--- src/rtl/bigint_loader_if.sv ---
// Command, byte-stream and RAM-write bundle of the operand loader.
// master drives commands and bytes; slave is the loader itself.
interface bigint_loader_if #(
  parameter int unsigned ADDR_W = 6,
  parameter int unsigned LEN_W  = 10
);
  logic              cmdStart;
  logic [LEN_W-1:0]  cmdLen;
  logic [7:0]        inData;
  logic              inValid;
  logic              inReady;
  logic [ADDR_W-1:0] wAddr;
  logic [63:0]       wData;
  logic              wEn;
  logic              busy;
  logic              done;
  logic              err;

  modport master (
    output cmdStart, cmdLen, inData, inValid,
    input  inReady, wAddr, wData, wEn, busy, done, err
  );

  modport slave (
    input  cmdStart, cmdLen, inData, inValid,
    output inReady, wAddr, wData, wEn, busy, done, err
  );
endinterface

--- src/rtl/bigint_loader.sv ---
// Packs a big-endian byte stream into 64-bit little-endian limbs of the operand RAM,
// zero-filling every limb above the operand's top limb, then pulses done.
module bigint_loader #(
  parameter int unsigned WORDS  = 64,
  parameter int unsigned ADDR_W = 6,
  parameter int unsigned LEN_W  = 10
) (
  input logic            clk,
  input logic            reset,
  bigint_loader_if.slave bus
);

  typedef enum logic [1:0] {StIdle, StClear, StLoad, StDone} state_t;

  localparam logic [LEN_W-1:0]  MaxLen   = LEN_W'(WORDS * 8);
  localparam logic [ADDR_W-1:0] LastAddr = ADDR_W'(WORDS - 1);

  state_t            state_q;
  logic [ADDR_W-1:0] word_idx_q;
  logic [ADDR_W-1:0] clr_addr_q;
  logic [2:0]        lane_q;
  logic [55:0]       acc_q;

  logic [LEN_W-1:0]  len_m1;
  logic [ADDR_W-1:0] len_top;
  logic              len_ok;
  logic              xfer;

  assign len_m1  = bus.cmdLen - LEN_W'(1);
  assign len_top = ADDR_W'(len_m1 >> 3);
  assign len_ok  = (bus.cmdLen != '0) && (bus.cmdLen <= MaxLen);
  assign xfer    = bus.inValid && bus.inReady;

  always_ff @(posedge clk or posedge reset) begin
    if (reset) begin
      state_q     <= StIdle;
      word_idx_q  <= '0;
      clr_addr_q  <= '0;
      lane_q      <= '0;
      acc_q       <= '0;
      bus.inReady <= 1'b0;
      bus.wAddr   <= '0;
      bus.wData   <= '0;
      bus.wEn     <= 1'b0;
      bus.busy    <= 1'b0;
      bus.done    <= 1'b0;
      bus.err     <= 1'b0;
    end else begin
      bus.wEn  <= 1'b0;
      bus.done <= 1'b0;
      bus.err  <= 1'b0;
      unique case (state_q)
        StIdle: begin
          if (bus.cmdStart) begin
            if (len_ok) begin
              // word_idx holds the top limb index until LOAD starts counting down
              word_idx_q <= len_top;
              lane_q     <= len_m1[2:0];
              clr_addr_q <= LastAddr;
              acc_q      <= '0;
              bus.busy   <= 1'b1;
              if (len_top == LastAddr) begin
                state_q     <= StLoad;
                bus.inReady <= 1'b1;
              end else begin
                state_q <= StClear;
              end
            end else begin
              bus.err <= 1'b1;
            end
          end
        end
        StClear: begin
          bus.wEn    <= 1'b1;
          bus.wAddr  <= clr_addr_q;
          bus.wData  <= '0;
          clr_addr_q <= clr_addr_q - ADDR_W'(1);
          if (clr_addr_q == word_idx_q + ADDR_W'(1)) begin
            state_q     <= StLoad;
            bus.inReady <= 1'b1;
          end
        end
        StLoad: begin
          if (xfer) begin
            if (lane_q == 3'd0) begin
              bus.wEn    <= 1'b1;
              bus.wAddr  <= word_idx_q;
              bus.wData  <= {acc_q, bus.inData};
              acc_q      <= '0;
              lane_q     <= 3'd7;
              word_idx_q <= word_idx_q - ADDR_W'(1);
              if (word_idx_q == '0) begin
                state_q     <= StDone;
                bus.done    <= 1'b1;
                bus.inReady <= 1'b0;
              end
            end else begin
              acc_q  <= {acc_q[47:0], bus.inData};
              lane_q <= lane_q - 3'd1;
            end
          end
        end
        StDone: begin
          state_q  <= StIdle;
          bus.busy <= 1'b0;
        end
        default: state_q <= StIdle;
      endcase
    end
  end

endmodule

--- src/flat_wrapper.sv ---
// flat-port wrapper written by rule: the top's interface ports become plain ports
module bigint_loader_flat 
#(
  parameter int unsigned WORDS  = 64,
  parameter int unsigned ADDR_W = 6,
  parameter int unsigned LEN_W  = 10
)
  (clk, reset, bus_cmdStart, bus_cmdLen, bus_inData, bus_inValid, bus_inReady, bus_wAddr, bus_wData, bus_wEn, bus_busy, bus_done, bus_err);
  bigint_loader_if #(.ADDR_W(ADDR_W), .LEN_W(LEN_W)) bus_i ();
  input logic clk;
  input logic reset;
  input wire logic [$bits(bus_i.cmdStart)-1:0] bus_cmdStart;
  input wire logic [$bits(bus_i.cmdLen)-1:0] bus_cmdLen;
  input wire logic [$bits(bus_i.inData)-1:0] bus_inData;
  input wire logic [$bits(bus_i.inValid)-1:0] bus_inValid;
  output wire logic [$bits(bus_i.inReady)-1:0] bus_inReady;
  output wire logic [$bits(bus_i.wAddr)-1:0] bus_wAddr;
  output wire logic [$bits(bus_i.wData)-1:0] bus_wData;
  output wire logic [$bits(bus_i.wEn)-1:0] bus_wEn;
  output wire logic [$bits(bus_i.busy)-1:0] bus_busy;
  output wire logic [$bits(bus_i.done)-1:0] bus_done;
  output wire logic [$bits(bus_i.err)-1:0] bus_err;
  assign bus_i.cmdStart = bus_cmdStart;
  assign bus_i.cmdLen = bus_cmdLen;
  assign bus_i.inData = bus_inData;
  assign bus_i.inValid = bus_inValid;
  assign bus_inReady = bus_i.inReady;
  assign bus_wAddr = bus_i.wAddr;
  assign bus_wData = bus_i.wData;
  assign bus_wEn = bus_i.wEn;
  assign bus_busy = bus_i.busy;
  assign bus_done = bus_i.done;
  assign bus_err = bus_i.err;
  bigint_loader #(.WORDS(WORDS), .ADDR_W(ADDR_W), .LEN_W(LEN_W)) u_core (.clk(clk), .reset(reset), .bus(bus_i));
endmodule
--- config.mk ---
export PLATFORM = sky130hd
export DESIGN_NAME = bigint_loader_flat
export DESIGN_NICKNAME = d
export VERILOG_FILES = /design/src/rtl/bigint_loader_if.sv /design/src/rtl/bigint_loader.sv /design/src/flat_wrapper.sv
export SDC_FILE = /design/constraint.sdc
export NUM_CORES = 1
export LEC_CHECK = 0
export ABC_AREA = 1
export CAP_MARGIN = 20
export CORE_ASPECT_RATIO = 1.25
export CORE_UTILIZATION = 45
export DETAILED_ROUTE_END_ITERATION = 8
export PLACE_DENSITY = 0.68
export SYNTH_ARGS = -nofsm -noshare
export SYNTH_HDL_FRONTEND = slang
export SYNTH_SLANG_ARGS = --single-unit
--- constraint.sdc ---
create_clock -name clk -period 12.1 [get_ports clk]
set_clock_uncertainty 0.2 [all_clocks]
set_input_delay 1.815 -clock clk [delete_from_list [all_inputs] [get_ports clk]]
set_output_delay 1.815 -clock clk [all_outputs]
set_load 0.05 [all_outputs]
# After elaboration in Yosys (flattened, before gate mapping)
# Cells that the tools add are included.
# W data, S select, Z words.
word_totals:
  register_bits: 148
  input_bits: 22
  output_inout_bits: 75
  wordCells: 101
op_classes:
  n_addsub: 5
  n_lt_le_gt_ge: 1
  eq_ne: 12
  mux: 53
  reduce_logical: 18
op_table:
  columns: ["operator", "count"]
  rows:
  - ["$mux W56", 4]
  - ["$mux W64", 2]
  - ["$pmux W64 S2", 1]
  - ["$pmux W56 S2", 1]
  - ["$mux W6", 8]
  - ["$pmux W6 S2", 3]
  - ["$mux W1", 18]
  - ["$mux W2", 7]
  - ["$mux W3", 4]
  - ["$ne A2 B1 Y1 const B", 6]
  - ["$sub A6 B1 Y6 const B", 2]
  - ["$le A10 B10 Y1 const B", 1]
  - ["$reduce_bool A10 Y1", 1]
  - ["$reduce_and A3 Y1", 3]
  - ["$sub A9 B1 Y9 const B", 1]
  - ["$pmux W2 S4", 1]
  - ["$reduce_and A8 Y1", 1]
  - ["$reduce_bool A2 Y1", 4]
  - ["$add A6 B1 Y6 const B", 1]
  - ["$eq A6 B6 Y1", 1]
  - ["$eq A6 B6 Y1 const B", 1]
  - ["$logic_not A6 Y1", 1]
  - ["$pmux W3 S2", 1]
  - ["$reduce_and A6 Y1", 1]
  - ["other kinds (12)", 15]

# Logic depth before layout (Yosys ltp)
# Gate-level depths: netlist (run 1).
depth:
  word_depth: 6
  ltp_mapped: 14
  depth_no_buf: 14

# Worst setup path after synthesis (run 1)
# OpenSTA, ideal clock, no wires.
synth_path:
  path_type: "input-to-reg"
  startpoint: "input port bus_cmdLen[0]"
  endpoint: "register u_core.acc_q[10]"
  setup_time_ps: 130
  arrival_ps: 3203
  required_ps: 11770
  slack_ps: 8567
  cell_stages: 10
  path_buffers: 1
  path_cell_list: "inv_1 > ha_1 > nand2_2 > nor2_2 > a21oi_1 > nand2_2 > nand2_2 > nor3_4 > clkbuf_1 > o21ai_0"
synth_via:
  elab_chain_cells: 4
  elab_cells_between_ends: 5
  cone_classes: "order compare (1); eq/ne (1); reduce/logical (3)"
synth_lines:
  columns: ["item", "line_no", "text"]
  rows:
  - ["start, declared", "flat_wrapper.sv:13", "input wire logic [$bits(bus_i.cmdLen)-1:0] bus_cmdLen;"]
  - ["$le A10 B10 Y1 / $reduce_bool A10 Y1 (equally long branches)", "bigint_loader.sv:31", "assign len_ok = (bus.cmdLen != '0) && (bus.cmdLen <= MaxLen);"]
  - ["$logic_and A1 B1 Y1 (*)", "bigint_loader.sv:31", null]
  - ["$ne A2 B1 Y1 (no source line) (*)", null, null]
  - ["$reduce_and A4 Y1 (no source line) (*)", null, null]
  - ["end signal, assigned", "bigint_loader.sv:98", "acc_q <= {acc_q[47:0], bus.inData};"]
  - ["end, declared", "bigint_loader.sv:22", "logic [55:0] acc_q;"]
# Mark *: on every way between the ends. The rest lies on a longest branch, timed or not.
# A chain may end at the register's enable or synchronous reset.

# Final worst setup path (run 1)
layout_path:
  startpoint: "input port bus_cmdLen[0]"
  endpoint: "register u_core.lane_q[1]"
layout_via:
  elab_chain_cells: 4
  elab_cells_between_ends: 9
  cone_classes: "add/sub (1); order compare (1); eq/ne (1); mux (3); reduce/logical (3)"
layout_lines:
  columns: ["item", "line_no", "text"]
  rows:
  - ["$sub A9 B1 Y9, or another cell as far along", "bigint_loader.sv:29", "assign len_m1 = bus.cmdLen - LEN_W'(1);"]
  - ["$mux W3 / $logic_and A1 B1 Y1 (equally long branches)", "bigint_loader.sv:55, bigint_loader.sv:31", null]
  - ["$mux W3 / $ne A2 B1 Y1 (equally long branches)", null, null]
  - ["$pmux W3 S2 / $reduce_and A4 Y1 (equally long branches)", null, null]
  - ["end signal, assigned", "bigint_loader.sv:58", "lane_q <= len_m1[2:0];"]
  - ["end signal, assigned", "bigint_loader.sv:99", "lane_q <= lane_q - 3'd1;"]
  - ["end, declared", "bigint_loader.sv:21", "logic [2:0] lane_q;"]
# Parallel ways exist; a longest one is shown, timed or not. The select of a mux whose other input is x is not followed.

==> impl_metrics.json, run 1 <==
{
  "ys_seq_area_frac": 0.544,
  "synth_adder_area_share": 0.0220,
  "rsz_0062_raised_after_global_routing": "false",
  "leakagePower_nw": 3.66,
  "yosys.cell_count.top_type": "inv_1",
  "routabilityCongestion": 0.841,
  "setup.worst_path.end_class": "register",
  "syn-num-nets": 840,
  "fp.dieW_um": 112,
  "share_of_flip_flops_with_an_asynchronous_set_or_reset": 1.00,
  "post_drt_via_cell_ratio": 5.12,
  "r2r_end": "u_core.word_idx_q[2]",
  "post_cts_resized": 0,
  "relSlewSlack": 0.307,
  "violations_in_the_final_reports": "DRC",
  "ctsHtreeMaxLevel": 4,
  "synthSimpleGateAreaFrac": 0.160,
  "number_of_clock_sinks": 148,
  "areal_power_density_over_the_cells_mw_per_mm2": 200,
  "antenna-diode-count": 0,
  "numCtsBuffers": 17,
  "design.final.nets": 916,
  "crit_top_cell": "nand2_2",
  "ant_nets": 0,
  "synth_seq_cells": 148,
  "detailedPlacementHpwl_um": 9740,
  "finalCoreUtilization": 0.580,
  "clock_tree_from_tritoncts": "yes",
  "worst_hold_launch": "u_core.acc_q[53]",
  "area_delta_synth_final_pct": 24.2,
  "startpoint": "bus_cmdLen[0]",
  "max-cap-violations": 0,
  "avgRoutedWirePerCell_um": 14.7,
  "slowest_stage": "buf_4",
  "cts-hold-fix-buffers": 0,
  "initial_antenna_violation_count": 0,
  "period_share": 0.353,
  "grt_remaining_overflow": 0,
  "detailed_routing_iterations_pass_1": 6,
  "maximum_clock_frequency_ghz": 0.234,
  "fin_hold_ws_ns": 0.322,
  "syn-mean-instance-area_um2": 8.45,
  "worstHoldPathType": "register to register",
  "ys_warn_count": 0,
  "synth_flop_cell": "dfrtp_1",
  "via_count_of_the_first_global_routing_pass": 5386,
  "synth_top_cell_by_area": "dfrtp_1",
  "rows": 49,
  "grt_util_all_layers": 0.216,
  "crit_end": "u_core.lane_q[1]",
  "io_buffer_count": 96,
  "finalSetupViolations": 0,
  "peakVddDrop_v": 0.000229,
  "netlist-cell-type-count": 27,
  "pre_cts_ws_ns": 7.40,
  "fillCellCount": 1304,
  "cp_slowest_stage_delay_ns": 0.78,
  "wl_um": 15800,
  "largest_net_degree_at_the_start_of_global_routing": 119,
  "synth_compound_gate_area_share": 0.139,
  "core-area_mm2": 0.0146,
  "rr_worst_depth": 8,
  "floorplan.initialDensity": 0.467,
  "clk_transition_reported_paths_ns": 0.06,
  "post_synth_main_area_contributors": "dfrtp_1 54%, inv_1 9.1%, nand2_1 7.3%",
  "timing_worst_setup_path_type": "input port to register",
  "final.min_clock_period_ns": 4.27,
  "clockBufferDepth": 2,
  "crit_path_max_fanout": 118,
  "remaining_drc_errors": 5,
  "grt_first_pass_wirelength_um": 26600,
  "io_pins": 97,
  "tightest_slew_ns": 1.03,
  "crit_chain": "clkdlybuf4s50_1, inv_1, ha_1, nand2_2, nor2_2, a21oi_1, nand2_2, nand2_2, nor3_4, buf_4, o21ai_0, o21ai_0",
  "tns_ns": 0,
  "post-synth-top-area-fraction": 0.544,
  "die_height_um": 140,
  "worstSetupStartpointType": "input port",
  "setup_slack_ns": 7.83,
  "drt-initial-drc-count": 387,
  "synth_area_mm2": 0.00681,
  "pnr_total_power_mw": 1.69,
  "cts.root.buffer_cell": "clkbuf_16",
  "synth_xor_area_frac": 0.0141,
  "worst-r2r-setup-slack_ns": 8.74,
  "synth_top_family_by_area": "simple AND/OR/NAND/NOR gates",
  "cp.arrival_ns": 4.40,
  "r2r-start": "u_core.state_q[0]",
  "report.final.slew_viol_count": 0,
  "post_cts.repair.setup_buffers": 0,
  "syn_inst": 806,
  "worst-endpoint-required_ns": 12.23,
  "synth_edf_count": 0,
  "status": "finished, violations left",
  "later_pin_clock_latency_in_the_skew_report_ns": 0.42,
  "yosys-mux-area-fraction": 0,
  "synthTopCellsByCount": "165 x inv_1, 148 x dfrtp_1, 133 x nand2_1",
  "layout-drive-gt1-share": 0.0547,
  "vias": 5495,
  "floorplan.die_area_mm2": 0.0156,
  "hold_violations": 0
}
==> critical path: cells and delay by family <==
| kind | cells | cell delay [ns] |
|---|---|---|
| fa+ha+maj | 1 | 0.26 |
| compound gates | 3 | 0.42 |
| buf+inv | 3 | 1.33 |
| simple gates | 5 | 0.56 |
==> cell usage in the layout, fill, tap and decap left out <==
cell / instances
nor2_2: 2
o22ai_1: 64
nand2_1: 132
a31oi_1: 6
nor2_1: 31
clkinv_2: 6
nand4_1: 5
nor3_4: 1
clkinv_1: 1
o21bai_1: 2
dfrtp_1: 148
clkbuf_1: 1
inv_6: 1
o21ai_0: 75
clkdlybuf4s50_1: 96
a21boi_0: 1
clkinvlp_4: 1
o21ai_1: 11
buf_16: 1
clkbuf_16: 17
inv_1: 162
nand3_1: 20
inv_2: 1
or2_2: 1
xor2_1: 7
o21ai_4: 1
nand2_2: 4
clkinv_4: 1
ha_1: 12
buf_4: 6
a21oi_1: 9
a22oi_1: 1
xnor2_1: 4
nor3_1: 58
bufinv_16: 1
clkbuf_8: 5
==> power by group <==
group          switching (mW)  internal (mW)  total (mW)  leakage [nW]
clock network           0.197          0.308       0.504         0.288
logic                   0.422          0.167       0.589          1.36
registers              0.0469          0.553       0.600          2.01
total                   0.665           1.03        1.69          3.66
==> metal layers <==
| layer | up-vias | track usage | routed length (um) |
|---|---|---|---|
| met1 | 2624 | 0.285 | 7050 |
| met5 | - | 0 | 0 |
| met4 | 0 | 0.0807 | 250 |
| li1 | 2734 | - | - |
| met2 | 119 | 0.352 | 7820 |
| met3 | 18 | 0.0449 | 629 |
==> cell families after synthesis <==
family,count (synthesis)
AO/OA/AOI/OAI,170
XOR/XNOR,11
buffers and inverters,211
flip-flops,148
AND/OR/NAND/NOR,254
adder cells (fa/ha/maj),12
==> worst min-delay path by stage <==
stage	to	cells past startpoint
2_1_floorplan	u_core.acc_q[48]	2
3_3_place_gp	u_core.acc_q[53]	2
3_5_place_dp	u_core.acc_q[51]	2
4_1_cts	u_core.acc_q[53]	2
5_1_grt	u_core.acc_q[52]	2
6_report	u_core.acc_q[53]	2
==> through the flow <==
stage                     instance area (um2)  cells
after global placement                   7860   1040
after floorplan                          6810    806
after CTS                                8430   1072
final                                    8460   1073
after detailed placement                 7860   1040
after global routing                     8460   1073
==> registers in the layout, summed over array words and instances, names as in the netlist <==
register,cells
u_core.bus.done,1
u_core.clr_addr_q,6
u_core.bus.busy,1
u_core.bus.wData,64
u_core.word_idx_q,6
u_core.acc_q,56
u_core.state_q,2
u_core.lane_q,3
u_core.bus.wEn,1
u_core.bus.err,1
u_core.bus.wAddr,6
u_core.bus.inReady,1
==> cell type report <==
type	instances	area, um2	area share
timing repair buffer	103	1030	0.122
clock inverter	9	76.3	0.00902
sequential	148	3700	0.438
inverter	165	624	0.0738
tap	178	223	0.0263
multi-input combinational	447	2300	0.272
clock buffer	23	498	0.0589
Note: power is estimated with default switching activity, not from simulation.
==> run 2: changes to the inputs <==
==> constraint.sdc (replaced) <==
create_clock -name clk -period 4 [get_ports clk]
set_clock_uncertainty 0.2 [all_clocks]
set_input_delay 0.6 -clock clk [delete_from_list [all_inputs] [get_ports clk]]
set_output_delay 0.6 -clock clk [all_outputs]
set_load 0.05 [all_outputs]
==> run 2 against run 1 <==
  * The run still ends with DRC left
  * Sequential share of layout area decreased by 0.24 points
  * Hold slack improved by 0.0011 ns
  * Via count decreased by 0.25%
  * Sequential power increased to 3.0 times the previous value
  * Flip-flop and latch count unchanged
  * Cell count about the same
  * Wire length decreased by 2.4%
  * Global-route usage decreased by 0.53 points
  * First-iteration DRC count increased by 12%
  * Combinational power increased to 3.1 times the previous value
  * Worst setup slack got worse by 6.6 ns
  * Register-to-register slack got worse by 7.5 ns
==> impl_metrics.json, run 2 (synthesis gave the netlist of run 1 again) <==
{
  "cts-hold-fix-buffers": 0,
  "comb_power_share": 0.346,
  "cp.arrival_ns": 2.87,
  "crit_chain": "inv_1, ha_1, inv_2, buf_4, nor3_1, nand2_1, o21ai_0",
  "ant_nets": 0,
  "layout-drive-gt1-share": 0.0558,
  "worstSetupStartpointType": "register",
  "floorplan.initialDensity": 0.467,
  "fp.dieW_um": 112,
  "drt-initial-drc-count": 432,
  "clockBufferDepth": 2,
  "rsz_0062_raised_after_global_routing": "false",
  "r2r_end": "u_core.acc_q[31]",
  "relSlewSlack": 0.459,
  "largest_register_ff_count": 64,
  "largest_registers": "u_core.bus.wData (64), u_core.acc_q (56)",
  "final.min_clock_period_ns": 2.74,
  "detailedPlacementHpwl_um": 9870,
  "report.final.slew_viol_count": 0,
  "hold_violations": 0,
  "initial_antenna_violation_count": 0,
  "final_cell_mix": "162 x inv_1, 148 x dfrtp_1, 132 x nand2_1",
  "worst-endpoint-required_ns": 4.13,
  "violations_in_the_final_reports": "DRC",
  "grt_first_pass_wirelength_um": 26300,
  "leakagePower_nw": 3.66,
  "registers.top_by_ff_count": "u_core.bus.wData",
  "floorplan.die_area_mm2": 0.0156,
  "detailed_routing_iterations_pass_1": 9,
  "p_clk_frac": 0.309,
  "most_frequent_standard_cell_in_the_layout_excluding_fill_and_tap_cells": "inv_1",
  "finalSetupViolations": 0,
  "number_of_clock_sinks": 148,
  "crit_path_max_fanout": 60,
  "grt_util_all_layers": 0.211,
  "routabilityCongestion": 0.868,
  "status": "finished, violations left",
  "sequentialPowerShare": 0.345,
  "power_report.internal_total_mw": 3.22,
  "design.final.nets": 917,
  "r2r-start": "u_core.state_q[0]",
  "rows": 49,
  "via_count_of_the_first_global_routing_pass": 5247,
  "swShare": 0.387,
  "tns_ns": 0,
  "tightest_slew_ns": 0.811,
  "startpoint": "u_core.state_q[0]",
  "clock_tree_from_tritoncts": "yes",
  "timing_worst_setup_path_type": "register to register",
  "remaining_drc_errors": 7,
  "wl_um": 15400,
  "cts.root.buffer_cell": "clkbuf_16",
  "ctsHtreeMaxLevel": 4,
  "io_buffer_count": 96,
  "met2_wirelength_um": 7660,
  "cp_slowest_stage_delay_ns": 0.67,
  "net_switching_component_of_the_power_mw": 2.03,
  "avgRoutedWirePerCell_um": 14.3,
  "pnr_total_power_mw": 5.25,
  "worstHoldPathType": "register to register",
  "post_cts_resized": 0,
  "crit_end": "u_core.acc_q[31]",
  "max-cap-violations": 0,
  "grt_remaining_overflow": 0,
  "peakVddDrop_v": 0.000660,
  "post_drt_via_cell_ratio": 5.10,
  "post_cts.repair.setup_buffers": 0,
  "numCtsBuffers": 17,
  "total_non_filler_cell_area_in_the_finished_layout_mm2": 0.00850,
  "clk_transition_reported_paths_ns": 0.06,
  "fillCellCount": 1318,
  "io_pins": 97,
  "placement.cell_area_mm2": 0.00790,
  "antenna-diode-count": 0,
  "setup.worst_path.end_class": "register",
  "worst-r2r-setup-slack_ns": 1.26,
  "maximum_clock_frequency_ghz": 0.366,
  "routed-wl-met3_um": 468,
  "routedLengthMet1_um": 7040,
  "vias": 5481,
  "largest_net_degree_at_the_start_of_global_routing": 149,
  "core-area_mm2": 0.0146,
  "areal_power_density_over_the_cells_mw_per_mm2": 617,
  "later_pin_clock_latency_in_the_skew_report_ns": 0.41,
  "period_share": 0.684,
  "routed.top_layer": "met4",
  "die_height_um": 140,
  "rr_worst_depth": 7,
  "area_delta_synth_final_pct": 24.8,
  "slowest_stage": "ha_1"
}
-- run 2: cell types whose count changed in the layout (fill, tap and decap cells not counted) --
cell,before,now
buf_16,1,0
buf_12,0,2
clkbuf_8,5,2
clkinv_2,6,3
bufinv_16,1,3
clkinvlp_4,1,5
-- run 2: power groups by stage --
stage               Combinational (mW)  Sequential (mW)  Clock, mW
CTS                               1.82             1.81       1.65
finish                            1.81             1.81       1.62
detailed placement                1.81             1.84          0
floorplan                         1.24             1.97          0
global placement                  1.80             1.84          0
global route                      2.03             1.84       1.72
-- run 2: layer usage --
metal  vias to the layer above  GRT usage
li1                       2731          -
met1                      2616      0.280
met2                       117      0.351
met3                        17     0.0379
met4                         0     0.0674
met5                         -          0
-- run 2: critical path: cells and delay by family, from the launching register on --
family,cells,cell delay [ns]
adders and majority gates,1,0.67
DFF,1,0.41
buffers and inverters,3,0.79
AOI/OAI and AO/OA,1,0.09
and+or+nand+nor,2,0.45
-- run 2: worst min path at each step --
stage                          from                    to  slack [ns]  depth (start not counted)
4_1_cts            u_core.acc_q[53]      u_core.acc_q[53]        0.33                          2
2_1_floorplan      u_core.acc_q[48]      u_core.acc_q[48]        0.29                          2
5_1_grt        u_core.bus.wData[21]  u_core.bus.wData[21]        0.35                          2
6_report           u_core.acc_q[53]      u_core.acc_q[53]        0.32                          2
3_5_place_dp       u_core.acc_q[53]      u_core.acc_q[53]        0.31                          2
3_3_place_gp       u_core.acc_q[53]      u_core.acc_q[53]        0.30                          2
-- run 2: final cells by class --
| cell class | count | area [um2] | area share |
|---|---|---|---|
| timing repair buffer | 104 | 1050 | 0.123 |
| clock inverter | 12 | 153 | 0.0179 |
| tap | 178 | 223 | 0.0262 |
| clock buffer | 20 | 457 | 0.0537 |
| multi-input combinational | 447 | 2300 | 0.270 |
| sequential | 148 | 3700 | 0.435 |
| inverter | 165 | 623 | 0.0733 |
-- run 2: per-stage QoR --
step                      std cells  hold WS, ns   util  setup slack (ns)
final                          1074        0.323  0.583              1.26
after global routing           1074        0.352  0.583              1.00
after CTS                      1074        0.325  0.583              1.26
after detailed placement       1042        0.311  0.541             0.912
after global placement         1042        0.303  0.541             0.958
after floorplan                 806        0.286      -              1.34
==> run 3: changes to the inputs <==
==> constraint.sdc (replaced) <==
create_clock -name clk -period 2.85 [get_ports clk]
set_clock_uncertainty 0.2 [all_clocks]
set_input_delay 0.4275 -clock clk [delete_from_list [all_inputs] [get_ports clk]]
set_output_delay 0.4275 -clock clk [all_outputs]
set_load 0.05 [all_outputs]
==> run 3 against run 2 <==
  * The flow still finishes with violations (DRC)
  * Cell area up 1.7%
  * Hold slack worse by 0.25 ns
  * Clock power up 43%
  * Sequential share of layout area down 0.74 points
  * Register-to-register slack worse by 0.76 ns
  * Global-route usage up 0.72 points
  * Critical path depth up 6
  * Wire length up 3.1%
  * Critical endpoint is now u_core.acc_q[4]
==> impl_metrics.json, run 3 (synthesis gave the netlist of run 1 again) <==
{
  "crit_chain": "clkdlybuf4s50_1, inv_1, ha_1, nand2_2, nor2_2, a21oi_1, nand2_2, nand2_2, nor3_4, buf_12, buf_12, nand2_1, o21ai_0",
  "detailed_routing_iterations_pass_1": 7,
  "clk_transition_reported_paths_ns": 0.06,
  "fp.dieW_um": 112,
  "layout-drive-gt1-share": 0.0653,
  "worstSetupStartpointType": "input port",
  "rsz_0062_raised_after_global_routing": "false",
  "floorplan.die_area_mm2": 0.0156,
  "tightest_slew_ns": 0.761,
  "area_delta_synth_final_pct": 27.0,
  "core-area_mm2": 0.0146,
  "rows": 49,
  "clock_tree_from_tritoncts": "yes",
  "largest_net_degree_at_the_start_of_global_routing": 67,
  "routabilityCongestion": 0.872,
  "post_cts.repair.setup_buffers": 0,
  "slowest_stage": "clkdlybuf4s50_1",
  "largest_registers": "u_core.bus.wData (64), u_core.acc_q (56)",
  "numCtsBuffers": 17,
  "design.final.nets": 927,
  "final.min_clock_period_ns": 2.41,
  "antenna-diode-count": 0,
  "peakVddDrop_v": 0.000549,
  "avgRoutedWirePerCell_um": 14.7,
  "setup.worst_path.end_class": "register",
  "vias": 5584,
  "max-cap-violations": 0,
  "violations_in_the_final_reports": "DRC",
  "cp.arrival_ns": 2.53,
  "maximum_clock_frequency_ghz": 0.414,
  "post_drt_via_cell_ratio": 5.16,
  "period_share": 0.847,
  "remaining_drc_errors": 8,
  "kind_of_cell_adding_the_most_delay_to_the_critical_path": "buffers and inverters",
  "ctsHtreeMaxLevel": 4,
  "via_count_of_the_first_global_routing_pass": 5532,
  "status": "finished, violations left",
  "worst-endpoint-required_ns": 2.97,
  "registers.top_by_ff_count": "u_core.bus.wData",
  "io_buffer_count": 96,
  "report.final.slew_viol_count": 0,
  "die_height_um": 140,
  "crit_path_max_fanout": 28,
  "grt_remaining_overflow": 0,
  "ant_nets": 0,
  "post_cts_resized": 0,
  "leakagePower_nw": 3.74,
  "critical_path.n_buffers_inverters": 4,
  "grt_first_pass_wirelength_um": 27200,
  "wl_um": 15900,
  "finalSetupViolations": 0,
  "clockBufferDepth": 2,
  "most_frequent_standard_cell_in_the_layout_excluding_fill_and_tap_cells": "inv_1",
  "tns_ns": 0,
  "floorplan.initialDensity": 0.467,
  "crit_top_cell": "nand2_2",
  "later_pin_clock_latency_in_the_skew_report_ns": 0.41,
  "cts.root.buffer_cell": "clkbuf_16",
  "grt_util_all_layers": 0.218,
  "finalCoreUtilization": 0.593,
  "detailedPlacementHpwl_um": 10600,
  "io_pins": 97,
  "areal_power_density_over_the_cells_mw_per_mm2": 884,
  "number_of_clock_sinks": 148,
  "cts-hold-fix-buffers": 0,
  "final_cell_mix": "162 x inv_1, 148 x dfrtp_1, 132 x nand2_1",
  "cp_slowest_stage_delay_ns": 0.43,
  "drt-initial-drc-count": 445,
  "largest_register_ff_count": 64,
  "worstHoldPathType": "input port to asynchronous set/reset pin",
  "hold_violations": 0,
  "relSlewSlack": 0.493,
  "timing_worst_setup_path_type": "input port to register",
  "initial_antenna_violation_count": 0
}
run 3: changes by cell type in the layout (fill, tap and decap cells not counted), moves of 2 or more:
cell        change
clkbuf_8        +3
clkinvlp_4      -2
buf_4           +5
buf_12          +5
run 3: routing by layer:
metal  share of wire  GRT usage
met5               0          0
met4           0.020     0.0758
met3           0.035     0.0392
met2            0.50      0.365
met1            0.45      0.285
run 3: layout make-up:
class	instances	area, um2
well taps	178	223
clock buffers	22	494
repair buffers	114	1180
flip-flops and latches	148	3700
multi-input cells	447	2300
clock inverters	8	124
fillers	1287	5940
inverters	165	623
run 3: where the power goes:
group / switching, mW / internal, mW
registers: 0.196 / 2.35
logic: 1.85 / 0.934
clock network: 0.840 / 1.48
total: 2.88 / 4.76
run 3: final timing paths:
check,depth (start not counted),slack [ns],end,from
min,2,0.07,u_core.bus.wData[21],reset
max,13,0.44,u_core.acc_q[4],bus_cmdLen[0]
max reg2reg,11,0.50,u_core.bus.inReady,u_core.state_q[0]
max in group asynchronous,3,1.55,u_core.bus.wData[49],reset
min in group clk,2,0.32,u_core.acc_q[48],u_core.acc_q[48]
min reg2reg,2,0.32,u_core.acc_q[48],u_core.acc_q[48]
run 3: stage by stage:
step                      instance area, um2  hold WS (ns)  worst slack, ns  instances  total power, mW
after floorplan                         6820         0.286            0.362        806             4.51
after global placement                  8030         0.300            0.182       1052             5.33
after detailed placement                8030         0.307           0.0487       1052             5.35
after CTS                               8650        0.0624            0.457       1082             7.69
after global routing                    8650        0.0773            0.266       1082             8.10
final                                   8650        0.0680            0.437       1082             7.65
